`src/rtl/os_encoder_if.sv`:
```
// Request/TX bundle between an LTSSM-side requester and the ordered-set encoder.
interface os_encoder_if #(
  parameter int MAX_LANES = 16
);
  logic [2:0]             gen;
  logic [4:0]             numberOfLanes;
  logic [1:0]             osType;
  logic [7:0]             linkNum;
  logic                   linkPad;
  logic                   lanePad;
  logic [7:0]             nFts;
  logic [7:0]             rateId;
  logic [7:0]             trainCtrl;
  logic                   req;
  logic                   ack;
  logic                   txReady;
  logic                   outValid;
  logic [8*MAX_LANES-1:0] dataOut;
  logic [MAX_LANES-1:0]   dataK;
  logic                   blockStart;
  logic [1:0]             syncHeader;
  logic                   busy;
  logic                   done;

  // Requester / downstream side: issues requests and grants symbol acceptance.
  modport master (
    output gen, numberOfLanes, osType, linkNum, linkPad, lanePad,
           nFts, rateId, trainCtrl, req, txReady,
    input  ack, outValid, dataOut, dataK, blockStart, syncHeader, busy, done
  );

  // Encoder side.
  modport slave (
    input  gen, numberOfLanes, osType, linkNum, linkPad, lanePad,
           nFts, rateId, trainCtrl, req, txReady,
    output ack, outValid, dataOut, dataK, blockStart, syncHeader, busy, done
  );
endinterface

```
`src/rtl/os_encoder.sv`:
```
// Transmit-side PCIe ordered-set generator: TS1/TS2/SKP/EIEOS, lane-striped.
module os_encoder #(
  parameter int         MAX_LANES = 16,
  parameter logic [7:0] PAD_SYM   = 8'hF7
) (
  input logic         clk,
  input logic         reset,
  os_encoder_if.slave bus
);

  localparam logic [1:0] OS_TS1   = 2'd0;
  localparam logic [1:0] OS_TS2   = 2'd1;
  localparam logic [1:0] OS_SKP   = 2'd2;
  localparam logic [1:0] OS_EIEOS = 2'd3;

  typedef enum logic {IDLE, SEND} state_t;

  state_t     state_reg, state_next;
  logic [3:0] sym_idx_reg, sym_idx_next;
  logic       ack_reg, ack_next;
  logic       done_reg, done_next;
  logic       load;

  // Fields captured when a request is accepted.
  logic [2:0] gen_reg;
  logic [4:0] lanes_reg;
  logic [1:0] os_reg;
  logic [7:0] link_reg, nfts_reg, rate_id_reg, train_reg;
  logic       link_pad_reg, lane_pad_reg;

  logic [4:0] lanes_dec;
  logic       hi_gen;
  logic [3:0] last_idx;
  logic       is_last;
  logic       sending;

  logic [7:0] base_sym;
  logic       base_k;
  logic       lane_slot;
  logic [7:0] ts_fill;

  logic [8*MAX_LANES-1:0] data_out;
  logic [MAX_LANES-1:0]   data_k;

  assign hi_gen   = (gen_reg >= 3'd3);
  assign last_idx = (!hi_gen && os_reg == OS_SKP) ? 4'd3 : 4'd15;
  assign is_last  = (sym_idx_reg == last_idx);
  assign sending  = (state_reg == SEND);
  assign ts_fill  = (os_reg == OS_TS1) ? 8'h4A : 8'h45;

  // Unsupported widths collapse to a single lane.
  always_comb begin
    case (bus.numberOfLanes)
      5'd1, 5'd2, 5'd4, 5'd8, 5'd16: lanes_dec = bus.numberOfLanes;
      default:                        lanes_dec = 5'd1;
    endcase
  end

  // State, symbol index and one-cycle status pulses.
  always_ff @(posedge clk or negedge reset) begin
    if (!reset) begin
      state_reg   <= IDLE;
      sym_idx_reg <= 4'd0;
      ack_reg     <= 1'b0;
      done_reg    <= 1'b0;
    end else begin
      state_reg   <= state_next;
      sym_idx_reg <= sym_idx_next;
      ack_reg     <= ack_next;
      done_reg    <= done_next;
    end
  end

  // Capture the request fields on accept so in-flight sets are immune to input changes.
  always_ff @(posedge clk or negedge reset) begin
    if (!reset) begin
      gen_reg      <= 3'd0;
      lanes_reg    <= 5'd0;
      os_reg       <= 2'd0;
      link_reg     <= 8'd0;
      nfts_reg     <= 8'd0;
      rate_id_reg  <= 8'd0;
      train_reg    <= 8'd0;
      link_pad_reg <= 1'b0;
      lane_pad_reg <= 1'b0;
    end else if (load) begin
      gen_reg      <= bus.gen;
      lanes_reg    <= lanes_dec;
      os_reg       <= bus.osType;
      link_reg     <= bus.linkNum;
      nfts_reg     <= bus.nFts;
      rate_id_reg  <= bus.rateId;
      train_reg    <= bus.trainCtrl;
      link_pad_reg <= bus.linkPad;
      lane_pad_reg <= bus.lanePad;
    end
  end

  // Next-state: accept in IDLE, advance on txReady, restart back-to-back on a last-symbol req.
  always_comb begin
    state_next   = state_reg;
    sym_idx_next = sym_idx_reg;
    ack_next     = 1'b0;
    done_next    = 1'b0;
    load         = 1'b0;
    case (state_reg)
      IDLE: begin
        if (bus.req) begin
          state_next   = SEND;
          sym_idx_next = 4'd0;
          ack_next     = 1'b1;
          load         = 1'b1;
        end
      end
      SEND: begin
        if (bus.txReady) begin
          if (is_last) begin
            done_next    = 1'b1;
            sym_idx_next = 4'd0;
            if (bus.req) begin
              ack_next = 1'b1;
              load     = 1'b1;
            end else begin
              state_next = IDLE;
            end
          end else begin
            sym_idx_next = sym_idx_reg + 4'd1;
          end
        end
      end
      default: state_next = IDLE;
    endcase
  end

  // Lane-common symbol for the current column; lane_slot marks the per-lane lane-number symbol.
  always_comb begin
    base_sym  = 8'h00;
    base_k    = 1'b0;
    lane_slot = 1'b0;
    case (os_reg)
      OS_TS1, OS_TS2: begin
        case (sym_idx_reg)
          4'd0: begin
            if (hi_gen) base_sym = (os_reg == OS_TS1) ? 8'h1E : 8'h2D;
            else begin
              base_sym = 8'hBC;
              base_k   = 1'b1;
            end
          end
          4'd1: begin
            base_sym = link_pad_reg ? PAD_SYM : link_reg;
            base_k   = link_pad_reg && !hi_gen;
          end
          4'd2: begin
            base_sym  = PAD_SYM;
            base_k    = lane_pad_reg && !hi_gen;
            lane_slot = !lane_pad_reg;
          end
          4'd3:    base_sym = nfts_reg;
          4'd4:    base_sym = rate_id_reg;
          4'd5:    base_sym = train_reg;
          default: base_sym = ts_fill;
        endcase
      end
      OS_SKP: begin
        if (hi_gen) begin
          if (sym_idx_reg < 4'd12)       base_sym = 8'hAA;
          else if (sym_idx_reg == 4'd12) base_sym = 8'hE1;
          else                           base_sym = 8'h00;
        end else begin
          base_sym = (sym_idx_reg == 4'd0) ? 8'hBC : 8'h1C;
          base_k   = 1'b1;
        end
      end
      default: begin
        if (hi_gen) base_sym = sym_idx_reg[0] ? 8'hFF : 8'h00;
        else if (sym_idx_reg == 4'd0) begin
          base_sym = 8'hBC;
          base_k   = 1'b1;
        end else if (sym_idx_reg == 4'd15) base_sym = 8'h4A;
        else begin
          base_sym = 8'hFC;
          base_k   = 1'b1;
        end
      end
    endcase
  end

  // Stripe the column across active lanes; inactive lanes and idle state drive zero.
  for (genvar gi = 0; gi < MAX_LANES; gi++) begin : g_lane
    logic lane_on;
    assign lane_on = sending && (gi < int'(lanes_reg));
    assign data_out[8*gi +: 8] = !lane_on ? 8'h00 : (lane_slot ? 8'(gi) : base_sym);
    assign data_k[gi]          = lane_on && base_k;
  end

  assign bus.dataOut    = data_out;
  assign bus.dataK      = data_k;
  assign bus.outValid   = sending;
  assign bus.busy       = sending;
  assign bus.ack        = ack_reg;
  assign bus.done       = done_reg;
  assign bus.blockStart = sending && (sym_idx_reg == 4'd0);
  assign bus.syncHeader = (sending && sym_idx_reg == 4'd0 && hi_gen) ? 2'b01 : 2'b00;

endmodule

```
`src/flat_wrapper.sv`:
```
// flat-port wrapper written by rule: the top's interface ports become plain ports
module os_encoder_flat 
#(
  parameter int         MAX_LANES = 16,
  parameter logic [7:0] PAD_SYM   = 8'hF7
)
  (clk, reset, bus_gen, bus_numberOfLanes, bus_osType, bus_linkNum, bus_linkPad, bus_lanePad, bus_nFts, bus_rateId, bus_trainCtrl, bus_req, bus_txReady, bus_ack, bus_outValid, bus_dataOut, bus_dataK, bus_blockStart, bus_syncHeader, bus_busy, bus_done);
  os_encoder_if #(.MAX_LANES(MAX_LANES)) bus_i ();
  input logic clk;
  input logic reset;
  input wire logic [$bits(bus_i.gen)-1:0] bus_gen;
  input wire logic [$bits(bus_i.numberOfLanes)-1:0] bus_numberOfLanes;
  input wire logic [$bits(bus_i.osType)-1:0] bus_osType;
  input wire logic [$bits(bus_i.linkNum)-1:0] bus_linkNum;
  input wire logic [$bits(bus_i.linkPad)-1:0] bus_linkPad;
  input wire logic [$bits(bus_i.lanePad)-1:0] bus_lanePad;
  input wire logic [$bits(bus_i.nFts)-1:0] bus_nFts;
  input wire logic [$bits(bus_i.rateId)-1:0] bus_rateId;
  input wire logic [$bits(bus_i.trainCtrl)-1:0] bus_trainCtrl;
  input wire logic [$bits(bus_i.req)-1:0] bus_req;
  input wire logic [$bits(bus_i.txReady)-1:0] bus_txReady;
  output wire logic [$bits(bus_i.ack)-1:0] bus_ack;
  output wire logic [$bits(bus_i.outValid)-1:0] bus_outValid;
  output wire logic [$bits(bus_i.dataOut)-1:0] bus_dataOut;
  output wire logic [$bits(bus_i.dataK)-1:0] bus_dataK;
  output wire logic [$bits(bus_i.blockStart)-1:0] bus_blockStart;
  output wire logic [$bits(bus_i.syncHeader)-1:0] bus_syncHeader;
  output wire logic [$bits(bus_i.busy)-1:0] bus_busy;
  output wire logic [$bits(bus_i.done)-1:0] bus_done;
  assign bus_i.gen = bus_gen;
  assign bus_i.numberOfLanes = bus_numberOfLanes;
  assign bus_i.osType = bus_osType;
  assign bus_i.linkNum = bus_linkNum;
  assign bus_i.linkPad = bus_linkPad;
  assign bus_i.lanePad = bus_lanePad;
  assign bus_i.nFts = bus_nFts;
  assign bus_i.rateId = bus_rateId;
  assign bus_i.trainCtrl = bus_trainCtrl;
  assign bus_i.req = bus_req;
  assign bus_i.txReady = bus_txReady;
  assign bus_ack = bus_i.ack;
  assign bus_outValid = bus_i.outValid;
  assign bus_dataOut = bus_i.dataOut;
  assign bus_dataK = bus_i.dataK;
  assign bus_blockStart = bus_i.blockStart;
  assign bus_syncHeader = bus_i.syncHeader;
  assign bus_busy = bus_i.busy;
  assign bus_done = bus_i.done;
  os_encoder #(.MAX_LANES(MAX_LANES), .PAD_SYM(PAD_SYM)) u_core (.clk(clk), .reset(reset), .bus(bus_i));
endmodule
```
`config.mk`:
```
export PLATFORM = sky130hd
export DESIGN_NAME = os_encoder_flat
export DESIGN_NICKNAME = d
export VERILOG_FILES = /design/src/rtl/os_encoder_if.sv /design/src/rtl/os_encoder.sv /design/src/flat_wrapper.sv
export SDC_FILE = /design/constraint.sdc
export NUM_CORES = 1
export LEC_CHECK = 0
export ABC_AREA = 1
export BUFFER_PORTS_ARGS = -buffer_cell sky130_fd_sc_hd__clkbuf_2
export CAP_MARGIN = 5
export CORE_ASPECT_RATIO = 1.25
export CORE_MARGIN = 1
export CORE_UTILIZATION = 35
export CTS_BUF_LIST = sky130_fd_sc_hd__clkbuf_4 sky130_fd_sc_hd__clkbuf_8 sky130_fd_sc_hd__clkbuf_16
export DETAILED_ROUTE_END_ITERATION = 12
export GPL_TIMING_DRIVEN = 0
export PLACE_DENSITY = 0.62
export SYNTH_ARGS = -nofsm -noshare
export SYNTH_HDL_FRONTEND = slang
export SYNTH_SLANG_ARGS = --single-unit
```
`constraint.sdc`:
```
create_clock -name clk -period 2.4 [get_ports clk]
set_input_delay 0.12 -clock clk [delete_from_list [all_inputs] [get_ports clk]]
set_output_delay 0.12 -clock clk [all_outputs]
set_load 0.02 [all_outputs]
```
Word-level counts from Yosys, hierarchy flattened
Cells that the tools add are included.
{ "word_totals": {"out_inout_bits": 151, "reg_bits": 51, "wordCells": 165, "inputBits": 48} }
{ "op_classes": {"n_lt_le_gt_ge": 18, "eq_ne": 17, "add_sub_neg": 1, "bitwise_logic": 1, "n_reduce_logical": 44, "n_mux": 71} }
{ "op_table": {"columns": ["cell", "count"], "rows": [
  ["$mux W8", 42],
  ["$pmux W8 S6", 1],
  ["$lt A4 B5 Y1 const A", 8],
  ["$logic_and A1 B1 Y1", 37],
  ["$lt A3 B5 Y1 const A", 4],
  ["$mux W4", 5],
  ["$pmux W8 S2", 1],
  ["$mux W1", 15],
  ["$lt A1 B5 Y1 const A", 2],
  ["$lt A2 B5 Y1 const A", 2],
  ["$eq A4 B2 Y1 const B", 2],
  ["$eq A4 B3 Y1 const B", 2],
  ["$eq A4 B4 Y1 const B", 2],
  ["$pmux W4 S2", 1],
  ["$mux W6", 1],
  ["$pmux W1 S2", 3],
  ["$eq A5 B1 Y1 const B", 1],
  ["$eq A5 B2 Y1 const B", 1],
  ["$eq A5 B3 Y1 const B", 1],
  ["$eq A5 B4 Y1 const B", 1],
  ["$eq A5 B5 Y1 const B", 1],
  ["$mux W5", 1],
  ["$reduce_or A5 Y1", 1],
  ["$add A4 B1 Y4 const B", 1],
  ["other kinds (14)", 16]
]} }

Depth between registers and ports, before layout
Gate-level depths: netlist of the first run.
{ "depth": {"ltp_word": 8, "ltp_mapped": 12, "depth_no_buf": 11} }

Worst setup path before layout of the first run
OpenSTA, ideal clock, no wires.
{ "synth_path": {"path_kind": "reg2out", "start": "register u_core.sym_idx_reg[0]", "end": "output bus_dataOut[100]", "t_required_ps": 2280, "path_buffers": 2, "stages_incl_launch_ff": 11, "t_arrival_ps": 1909, "path_slack_ps": 371, "cell_sequence": "dfrtp_1 -> ha_1 -> clkbuf_1 -> a21oi_1 -> nor2_1 -> o21ai_1 -> nand2_4 -> nor2_2 -> nand2_4 -> buf_6 -> nor2_1"} }
{ "synth_between": {"elab_chain_cells": 7, "word_cells_on_any_way": 20, "classes_between": "order compare (1); eq/ne (6); mux (12); reduce/logical (1)"} }
{ "synth_rtl": {"columns": ["element", "line_no", "rtl"], "rows": [
  ["start, declared", "os_encoder.sv:19", "logic [3:0] sym_idx_reg, sym_idx_next;"],
  ["start signal, assigned", "os_encoder.sv:68", "sym_idx_reg <= sym_idx_next;"],
  ["branches (longest 5 deep; another with $lt A4 B4 Y1)", null, null],
  ["$mux W8 * (2 in a row)", "os_encoder.sv:193", "assign data_out[8*gi +: 8] = !lane_on ? 8'h00 : (lane_slot ? 8'(gi) : base_sym);"],
  ["end, declared", "flat_wrapper.sv:24", "output wire logic [$bits(bus_i.dataOut)-1:0] bus_dataOut;"]
]} }
Mark *: on every way between the ends.

Worst setup path in the final report of the first run
{ "layout_path": {"start": "register u_core.state_reg (netlist: u_core.bus.busy)", "end": "output bus_dataOut[54]"} }
{ "layout_between": {"elab_chain_cells": 2} }
{ "layout_rtl": {"columns": ["element", "line_no", "rtl"], "rows": [
  ["start, declared", "os_encoder.sv:18", "state_t state_reg, state_next;"],
  ["start signal, assigned", "os_encoder.sv:67", "state_reg <= state_next;"],
  ["$logic_and A1 B1 Y1", "os_encoder.sv:192", "assign lane_on = sending && (gi < int'(lanes_reg));"],
  ["$mux W8", "os_encoder.sv:193", null]
]} }
Every way passes these cells.

==> impl_metrics.json, run 1 <==
{
  "num-nets-final": 924,
  "holdPathStages": 3,
  "placement_rows": 42,
  "synth_async_sr_flop_share_pct": 100,
  "p_leak_nw": 3.42,
  "hold_slack_ns": 0.0508,
  "max_slew_margin_pct": 44.1,
  "crit_share_post_route_pct": 99.1,
  "io_buffer_count": 196,
  "initial_antenna_violation_count": 0,
  "routed-via-count": 5080,
  "regToRegEndpoint": "u_core.lanes_reg[4]",
  "finalSetupViolCount": 0,
  "cts-htree-levels": 2,
  "finClkSkew_ns": 0.00330,
  "unrepaired_setup_endpoints_after_global_routing": "yes",
  "synth_nets": 696,
  "endpoint": "bus_dataOut[54]",
  "route.final.wire_length_mm": 16.1,
  "critPathMaxFanout": 10,
  "grt_max_degree": 52,
  "routabilityCongestion": 0.880,
  "ys.flop_type": "dfrtp_1",
  "r2r_start": "u_core.os_reg[0]",
  "grt-ovfl-total": 0,
  "number_of_enable_flip_flop_cells_after_synthesis": 0,
  "setup_ws_ns": 0.0221,
  "layoutNonFillerInstCount": 1005,
  "logic_pwr_share_pct": 77.0,
  "synth.avg_cell_area_sq_um": 6.05,
  "drc_errors": 0,
  "detail-route-antenna-nets": 0,
  "synthCells": 644,
  "die_area_sq_um": 11600,
  "max_freq_ghz": 0.421,
  "regToRegSetupSlack_ns": 0.26,
  "ys_seq_elements": 51,
  "required_ns": 2.28,
  "mostFrequentLayoutCell": "nor2_1",
  "detailed_place_hpwl_mm": 12.2,
  "pwr-share-seq_pct": 15.8,
  "worst_pin_slew_ns": 0.833,
  "viasPerCell": 5.05,
  "wl_per_cell_microns": 16.0,
  "internal-power_w": 0.00431,
  "area_delta_synth_final_pct": 56.0,
  "hp-class": "in2reg",
  "timing.final.hold_violations": 0,
  "antenna-diode-count": 0,
  "vias_in_the_first_global_route": 4446,
  "worstSetupEndpointType": "output pin",
  "commonest_cells_after_routing_fill_and_taps_aside": "nor2_1 (160), nand2_1 (153), clkbuf_2 (136), nand3_1 (73), buf_4 (59)",
  "total_number_of_clock_tree_sinks": 51,
  "power.density_nw_per_um2": 1610,
  "netSwitchingPower_w": 0.00548,
  "crit_arrival_ns": 2.26,
  "synth_cell_type_count": 37,
  "core_area_sq_um": 10700,
  "finalWorstPathRequiredPeriod_ns": 2.38,
  "die_y_microns": 120,
  "syn-cell-area_sq_um": 3900,
  "r2r.worst_path.cells": 11,
  "width_of_the_chip_microns": 96.4,
  "detail_route.iter0.violations": 256,
  "ir_drop_mv": 0.634,
  "criticalPathCategory": "reg2out",
  "drive_gt1_share_pct": 40.1,
  "tritoncts": "done",
  "ys_seq_area_share_pct": 32.7,
  "crit_start": "u_core.bus.busy",
  "run_status": "finished clean",
  "first_pass_iters": 5,
  "startpoint_type": "flip-flop",
  "grt_usage_pct": 26.4,
  "cap_viol_max_count": 0,
  "worst_case_setup_slack_after_placement_ns": -0.190,
  "floorplan.io_pins": 199,
  "placedCellCount": 972,
  "synth.yosys.warnings": 0,
  "path_clk_slew_ns": 0.06,
  "cts_made_buffers": 5,
  "netSwitchingFraction_pct": 56.0,
  "final-max-slew-violation-count": 0,
  "initial_core_util_pct": 36.4,
  "root_buffer": "clkbuf_16",
  "insertion_delay_ns": 0.29,
  "grt_pass1_wl_mm": 22.8,
  "cts_max_path_buffers": 2,
  "clkPwrFrac_pct": 7.2
}
critical path, stage by stage, from the launching register on:
cell and delay, ns:
dfrtp_1 0.40, buf_6 0.19, inv_1 0.13, nor2_4 0.19, a31oi_4 0.10, or2_2 0.33, buf_2 0.23, nor2_2 0.21
clkbuf_2 0.20
cell families after synthesis:
family | Yosys count | synth area share, %
flip-flops | 51 | 32.7
adder cells (fa/ha/maj) | 4 | 1.28
AO/OA/AOI/OAI | 33 | 5.13
AND/OR/NAND/NOR | 464 | 50.2
other | 1 | 0.0962
XOR/XNOR | 1 | 0.225
buffers and inverters | 90 | 10.3
stage by stage:
stage / util, % / power, W / cell area, sq um / TNS [ns]
floorplan: - / 0.00514 / 3900 / 0
global placement: 47.1 / 0.00697 / 5040 / -2.60
detailed placement: 47.1 / 0.00702 / 5040 / -2.82
CTS: 51.7 / 0.00847 / 5540 / -0.336
global route: 56.7 / 0.0104 / 6080 / -0.950
finish: 56.7 / 0.00978 / 6080 / 0
power groups by stage:
| stage | Combinational, W | Clock, W | Sequential, W |
|---|---|---|---|
| floorplan | 0.00372 | 0 | 0.00141 |
| global placement | 0.00548 | 0 | 0.00149 |
| detailed placement | 0.00552 | 0 | 0.00150 |
| CTS | 0.00626 | 0.000717 | 0.00150 |
| global route | 0.00805 | 0.000747 | 0.00159 |
| finish | 0.00754 | 0.000702 | 0.00154 |
routing by layer:
metal	wire length [microns]	vias to the layer above	global-route usage, %
met5	0	-	0
met4	409	0	10.0
met3	1000	33	2.98
met2	8260	253	47.8
met1	6410	2335	31.0
li1	-	2459	-
synthesized netlist by cell type, types with 2 or more instances:
cell type | n | share of area [%]
a21oi_1 | 11 | 1.4
a31oi_2 | 2 | 0.64
buf_2 | 15 | 1.9
buf_4 | 4 | 0.77
buf_6 | 4 | 1.2
clkbuf_1 | 11 | 1.1
dfrtp_1 | 51 | 33
ha_1 | 4 | 1.3
inv_1 | 51 | 4.9
inv_2 | 3 | 0.29
nand2_1 | 173 | 17
nand2_2 | 5 | 0.80
nand2_4 | 5 | 1.4
nand3_1 | 75 | 9.6
nand3_2 | 2 | 0.51
nand4_1 | 9 | 1.4
nor2_1 | 184 | 18
nor2_2 | 3 | 0.48
nor2_4 | 2 | 0.58
nor3_1 | 2 | 0.26
o21ai_0 | 10 | 1.3
o21ai_1 | 3 | 0.38
area by class of cell:
| cell class | instances | area (sq um) |
|---|---|---|
| fill | 1049 | 4640 |
| multi-input combinational | 503 | 2620 |
| timing repair buffer | 223 | 1380 |
| sequential | 51 | 1280 |
| buffer | 33 | 259 |
| inverter | 55 | 235 |
| tap | 132 | 165 |
| clock buffer | 6 | 133 |
| clock inverter | 2 | 12.5 |
worst min path at each step:
stage                          start                  end  slack (ns)
finish                   bus_nFts[1]   u_core.nfts_reg[1]        0.05
global route        bus_trainCtrl[2]  u_core.train_reg[2]        0.05
CTS                 bus_trainCtrl[2]  u_core.train_reg[2]        0.05
detailed placement  bus_trainCtrl[2]  u_core.train_reg[2]        0.36
global placement         bus_nFts[1]   u_core.nfts_reg[1]        0.35
floorplan                      reset       u_core.bus.ack       -0.18
what timing repair did:
item | 4_1_cts | 5_1_grt
endpoints found under the setup margin | 138 | 127
endpoints found under the hold margin | 0 | 18
buffers inserted | 7 | 15
pin swaps | 3 | 18
gates cloned | 1 | 2
hold buffers | 0 | 1
resized for setup | 80 | 162
Note: power is estimated with default switching activity, not from simulation.
==> inputs of run 2 (changes only) <==
- CELL_PAD_IN_SITES_DETAIL_PLACEMENT: default -> 1
- CELL_PAD_IN_SITES_GLOBAL_PLACEMENT: default -> 2
- CORE_UTILIZATION: 35 -> 22
- PLACE_DENSITY: 0.62 -> 0.78
==> impl_metrics.json, run 2 (synthesis results as in run 1) <==
{
  "ir_drop_mv": 0.647,
  "die_area_sq_um": 18300,
  "cts_max_path_buffers": 2,
  "cap_viol_max_count": 0,
  "required_ns": 2.28,
  "crit_start": "u_core.sym_idx_reg[0]",
  "setup_ws_ns": -0.0319,
  "finalSetupViolCount": 10,
  "grt_usage_pct": 19.4,
  "width_of_the_chip_microns": 121,
  "grt-ovfl-total": 0,
  "total_number_of_clock_tree_sinks": 51,
  "num-fill-cells": 2250,
  "route.final.wire_length_mm": 18.7,
  "placedCellCount": 1065,
  "regToRegEndpoint": "u_core.link_reg[7]",
  "num-nets-final": 939,
  "root_buffer": "clkbuf_16",
  "die_y_microns": 151,
  "worstSetupEndpointType": "output pin",
  "antenna-diode-count": 0,
  "fin_tns_setup_ns": -0.169,
  "startpoint_type": "flip-flop",
  "grt_pass1_wl_mm": 27.2,
  "regToRegSetupSlack_ns": 0.15,
  "critPathMaxFanout": 6,
  "max_freq_ghz": 0.411,
  "criticalPathCategory": "reg2out",
  "endpoint": "bus_dataOut[120]",
  "r2r_start": "u_core.sym_idx_reg[2]",
  "initial_antenna_violation_count": 0,
  "crit_share_post_route_pct": 101,
  "pwr-share-seq_pct": 14.6,
  "netSwitchingPower_w": 0.00577,
  "worst_case_setup_slack_after_placement_ns": -0.153,
  "layoutNonFillerInstCount": 1112,
  "cts_made_buffers": 5,
  "unrepaired_setup_endpoints_after_global_routing": "yes",
  "placement_rows": 54,
  "core_area_sq_um": 17400,
  "final-max-slew-violation-count": 0,
  "first_pass_iters": 4,
  "crit_arrival_ns": 2.31,
  "floorplan.io_pins": 199,
  "detailed_place_hpwl_mm": 14.2,
  "finClkSkew_ns": 0.00388,
  "failed_checks": "setup timing",
  "logic_pwr_share_pct": 78.0,
  "r2r.worst_path.cells": 12,
  "area_delta_synth_final_pct": 67.3,
  "path_clk_slew_ns": 0.07,
  "run_status": "finished with violations",
  "routabilityCongestion": 0.814,
  "insertion_delay_ns": 0.29,
  "routed-via-count": 5050,
  "detail-route-antenna-nets": 0,
  "hp-class": "in2reg",
  "clkPwrFrac_pct": 7.4,
  "cts-htree-levels": 2,
  "wl_per_cell_microns": 16.8,
  "max_slew_margin_pct": 60.5,
  "postLayoutCoreUtil_pct": 37.4,
  "worst_pin_slew_ns": 0.593,
  "internal-power_w": 0.00459,
  "drc_errors": 0,
  "netSwitchingFraction_pct": 55.7,
  "tritoncts": "done",
  "io_buffer_count": 196,
  "timing.final.hold_violations": 0,
  "finalWorstPathRequiredPeriod_ns": 2.43,
  "viasPerCell": 4.54,
  "commonest_cells_after_routing_fill_and_taps_aside": "nand2_1 (149), nor2_1 (141), clkbuf_2 (118), buf_4 (76), nand3_1 (72)",
  "vias_in_the_first_global_route": 4920,
  "mostFrequentLayoutCell": "nand2_1",
  "grt_max_degree": 32,
  "p_leak_nw": 3.50,
  "drive_gt1_share_pct": 43.7,
  "power.density_nw_per_um2": 1590,
  "p_total_w": 0.0104,
  "initial_core_util_pct": 22.4,
  "detail_route.iter0.violations": 180
}
==> run 2: changes by cell type in the layout (fill, tap and decap cells not counted), moves of 9 or more <==
cell	change
buf_4	+17
nor2_4	+10
buf_2	-9
buf_6	+24
clkbuf_2	-18
nor2_1	-19
nor2_2	+9
==> run 2: power groups by stage <==
stage | clock network (W) | registers, W | logic (W)
floorplan | 0 | 0.00141 | 0.00372
global placement | 0 | 0.00149 | 0.00564
detailed placement | 0 | 0.00150 | 0.00567
CTS | 0.000784 | 0.00150 | 0.00647
global route | 0.000804 | 0.00156 | 0.00866
finish | 0.000765 | 0.00152 | 0.00808
==> run 2: worst min-delay path by stage <==
stage	start	end	slack [ns]	cells after the start
after floorplan	reset	u_core.bus.ack	-0.18	0
after global placement	bus_rateId[4]	u_core.rate_id_reg[4]	0.36	3
after detailed placement	reset	u_core.nfts_reg[1]	0.15	1
after CTS	bus_rateId[5]	u_core.rate_id_reg[5]	0.05	3
after global routing	bus_trainCtrl[0]	u_core.train_reg[0]	0.07	3
final	bus_rateId[5]	u_core.rate_id_reg[5]	0.05	3
==> run 2: layout make-up <==
type | count | area, sq um | share of cell area (%)
flip-flops and latches | 51 | 1280 | 19.6
repair buffers | 237 | 1660 | 25.4
plain buffers | 34 | 246 | 3.78
well taps | 224 | 280 | 4.30
inverters | 55 | 221 | 3.40
clock buffers | 7 | 153 | 2.34
clock inverters | 1 | 7.51 | 0.115
multi-input cells | 503 | 2680 | 41.1
==> run 2: metrics by stage <==
stage / instance area (sq um) / hold WS, ns
global placement: 5160 / 0.359
global route: 6520 / 0.0672
finish: 6520 / 0.0522
detailed placement: 5180 / 0.148
floorplan: 3900 / -0.176
CTS: 5740 / 0.0490
==> run 2: worst max-delay path: stages (launching register included) <==
cell and delay (ns):
dfrtp_2 0.48, buf_6 0.15, ha_4 0.19, buf_8 0.14
nand4_1 0.09, nand2_1 0.06, nor2_1 0.13, nand3_2 0.11
nand2_2 0.11, nand2_4 0.07, clkinvlp_4 0.15, buf_12 0.17
nor2_4 0.04, buf_6 0.14
==> run 2: layer usage <==
metal	routed length, microns	part of all wire, %	vias up	GRT usage, %
met4	357	1.9	0	5.25
met2	10100	54	178	37.8
met1	7160	38	2372	21.6
li1	-	-	2481	-
met3	997	5.3	19	2.64
met5	0	0	-	0
==> run 2: timing repair <==
action / 4_1_cts / 5_1_grt
gates cloned: 1 / 4
hold endpoints to repair: 20 / 0
setup endpoints to repair: 144 / 151
hold buffers: 1 / 0
setup buffers: 15 / 19
pin swaps: 6 / 21
gates resized for setup: 76 / 253
==> inputs of run 3 (changes only) <==
- HOLD_SLACK_MARGIN: default -> 0.1
==> impl_metrics.json, run 3 (synthesis results as in run 1) <==
{
  "logic_pwr_share_pct": 77.9,
  "total_number_of_clock_tree_sinks": 51,
  "antenna-diode-count": 0,
  "criticalPathCategory": "reg2out",
  "setup_ws_ns": -0.0339,
  "run_status": "finished with violations",
  "hp-class": "in2reg",
  "cts_max_path_buffers": 2,
  "finalWorstPathRequiredPeriod_ns": 2.43,
  "drive_gt1_share_pct": 41.6,
  "wl_per_cell_microns": 16.4,
  "timing.final.hold_violations": 0,
  "r2r_start": "u_core.sym_idx_reg[2]",
  "max_freq_ghz": 0.411,
  "crit_chain": "buf_6, ha_4, o21ai_2, nand3_4, nand3_1, nand2_1, nand2_2, nand2_4, clkbuf_16, nor2_1, buf_4",
  "io_buffer_count": 196,
  "holdPathStages": 3,
  "regToRegSetupSlack_ns": 0.15,
  "detail_route.iter0.violations": 175,
  "max_slew_margin_pct": 60.0,
  "num-nets-final": 977,
  "commonest_cells_after_routing_fill_and_taps_aside": "nand2_1 (149), nor2_1 (145), clkbuf_2 (123), buf_4 (73), nand3_1 (72)",
  "vias_in_the_first_global_route": 5091,
  "width_of_the_chip_microns": 121,
  "regToRegEndpoint": "u_core.lane_pad_reg",
  "initial_antenna_violation_count": 0,
  "tritoncts": "done",
  "power.density_nw_per_um2": 1510,
  "grt-ovfl-total": 0,
  "drc_errors": 0,
  "netSwitchingPower_w": 0.00573,
  "failed_checks": "setup timing",
  "initial_core_util_pct": 22.4,
  "fin_tns_setup_ns": -0.0368,
  "startpoint_type": "flip-flop",
  "ir_drop_mv": 0.661,
  "hold_path.startpoint": "bus_txReady",
  "layout.cell_area.non_filler_sq_um": 6860,
  "unrepaired_setup_endpoints_after_global_routing": "yes",
  "route.final.wire_length_mm": 18.9,
  "routabilityCongestion": 0.814,
  "max_stage_delay_ns": 0.48,
  "clkPwrFrac_pct": 7.4,
  "min_delay_worst_endpoint": "u_core.bus.done",
  "cts-htree-levels": 2,
  "finalSetupViolCount": 2,
  "worstSetupEndpointType": "output pin",
  "p_leak_nw": 3.64,
  "crit_arrival_ns": 2.31,
  "critPathMaxFanout": 7,
  "path_clk_slew_ns": 0.07,
  "internal-power_w": 0.00461,
  "viasPerCell": 4.52,
  "floorplan.io_pins": 199,
  "r2r.worst_path.cells": 12,
  "crit_path_top_delay_cell": "dfrtp_2",
  "root_buffer": "clkbuf_16",
  "required_ns": 2.28,
  "cap_viol_max_count": 0,
  "first_pass_iters": 4,
  "place_area_sq_um": 5180,
  "die_area_sq_um": 18300,
  "grt_max_degree": 32,
  "core_area_sq_um": 17400,
  "detailed_place_hpwl_mm": 14.2,
  "grt_pass1_wl_mm": 27.7,
  "grt_usage_pct": 19.7,
  "mostFrequentLayoutCell": "nand2_1",
  "placement_rows": 54,
  "insertion_delay_ns": 0.29,
  "final-max-slew-violation-count": 0,
  "detail-route-antenna-nets": 0,
  "finClkSkew_ns": 0.00429,
  "pwr-share-seq_pct": 14.7,
  "crit_share_post_route_pct": 101,
  "cts_made_buffers": 5,
  "netSwitchingFraction_pct": 55.4,
  "routed-via-count": 5199,
  "die_y_microns": 151,
  "area_delta_synth_final_pct": 76.0,
  "worst_pin_slew_ns": 0.601
}
## run 3: per-layer routing
| layer | vias to the layer above | part of all wire [%] | GRT usage (%) |
|---|---|---|---|
| met2 | 188 | 54 | 39.2 |
| met3 | 30 | 5.4 | 2.56 |
| li1 | 2555 | - | - |
| met4 | 0 | 2.4 | 5.25 |
| met1 | 2426 | 38 | 21.6 |
| met5 | - | 0 | 0 |
## run 3: worst max-delay path by stage
stage	startpoint	to	slack [ns]	cells past startpoint
floorplan	u_core.sym_idx_reg[0]	bus_dataOut[100]	0.37	10
global placement	u_core.sym_idx_reg[1]	bus_dataOut[8]	-0.17	12
detailed placement	u_core.sym_idx_reg[0]	bus_dataOut[8]	-0.15	11
CTS	u_core.sym_idx_reg[3]	bus_dataOut[72]	-0.02	12
global route	u_core.sym_idx_reg[0]	bus_dataOut[78]	-0.14	13
finish	u_core.sym_idx_reg[0]	bus_dataOut[78]	-0.03	11
## run 3: power groups by stage
| stage | clock (W) | combinational [W] | sequential [W] |
|---|---|---|---|
| finish | 0.000767 | 0.00805 | 0.00151 |
| global route | 0.000804 | 0.00864 | 0.00156 |
| CTS | 0.000784 | 0.00652 | 0.00150 |
| detailed placement | 0 | 0.00567 | 0.00150 |
| global placement | 0 | 0.00564 | 0.00149 |
| floorplan | 0 | 0.00372 | 0.00141 |
## run 3: worst max-delay path: cells and delay by family (launching register included)
family / cells / cell delay (ns)
and+or+nand+nor: 6 / 0.68
DFF: 1 / 0.48
buffers and inverters: 3 / 0.50
AOI/OAI and AO/OA: 1 / 0.19
adders and majority gates: 1 / 0.19
## run 3: cell type report
type,instances,area [sq um]
Fill cell,2244,10600
Multi-Input combinational cell,503,2650
Timing Repair Buffer,275,2020
Sequential cell,51,1280
Tap cell,224,280
Buffer,34,246
Inverter,55,228
Clock buffer,7,153
Clock inverter,1,7.51
## run 3: through the flow
step	power, W	util (%)	std cells	worst slack [ns]	hold WS, ns
2_1_floorplan	0.00514	-	644	0.371	-0.176
3_3_place_gp	0.00713	29.6	1064	-0.173	0.359
3_5_place_dp	0.00718	29.7	1065	-0.153	0.148
4_1_cts	0.00880	35.1	1128	-0.0193	0.106
5_1_grt	0.0110	39.4	1150	-0.136	0.130
6_report	0.0103	39.4	1150	-0.0339	0.0992
## run 3: repair_timing
item	4_1_cts	5_1_grt
pin swaps	6	24
endpoints found under the setup margin	144	152
hold buffers	39	0
gates resized for setup	76	236
gates cloned	1	4
endpoints found under the hold margin	58	0
buffers inserted	15	19
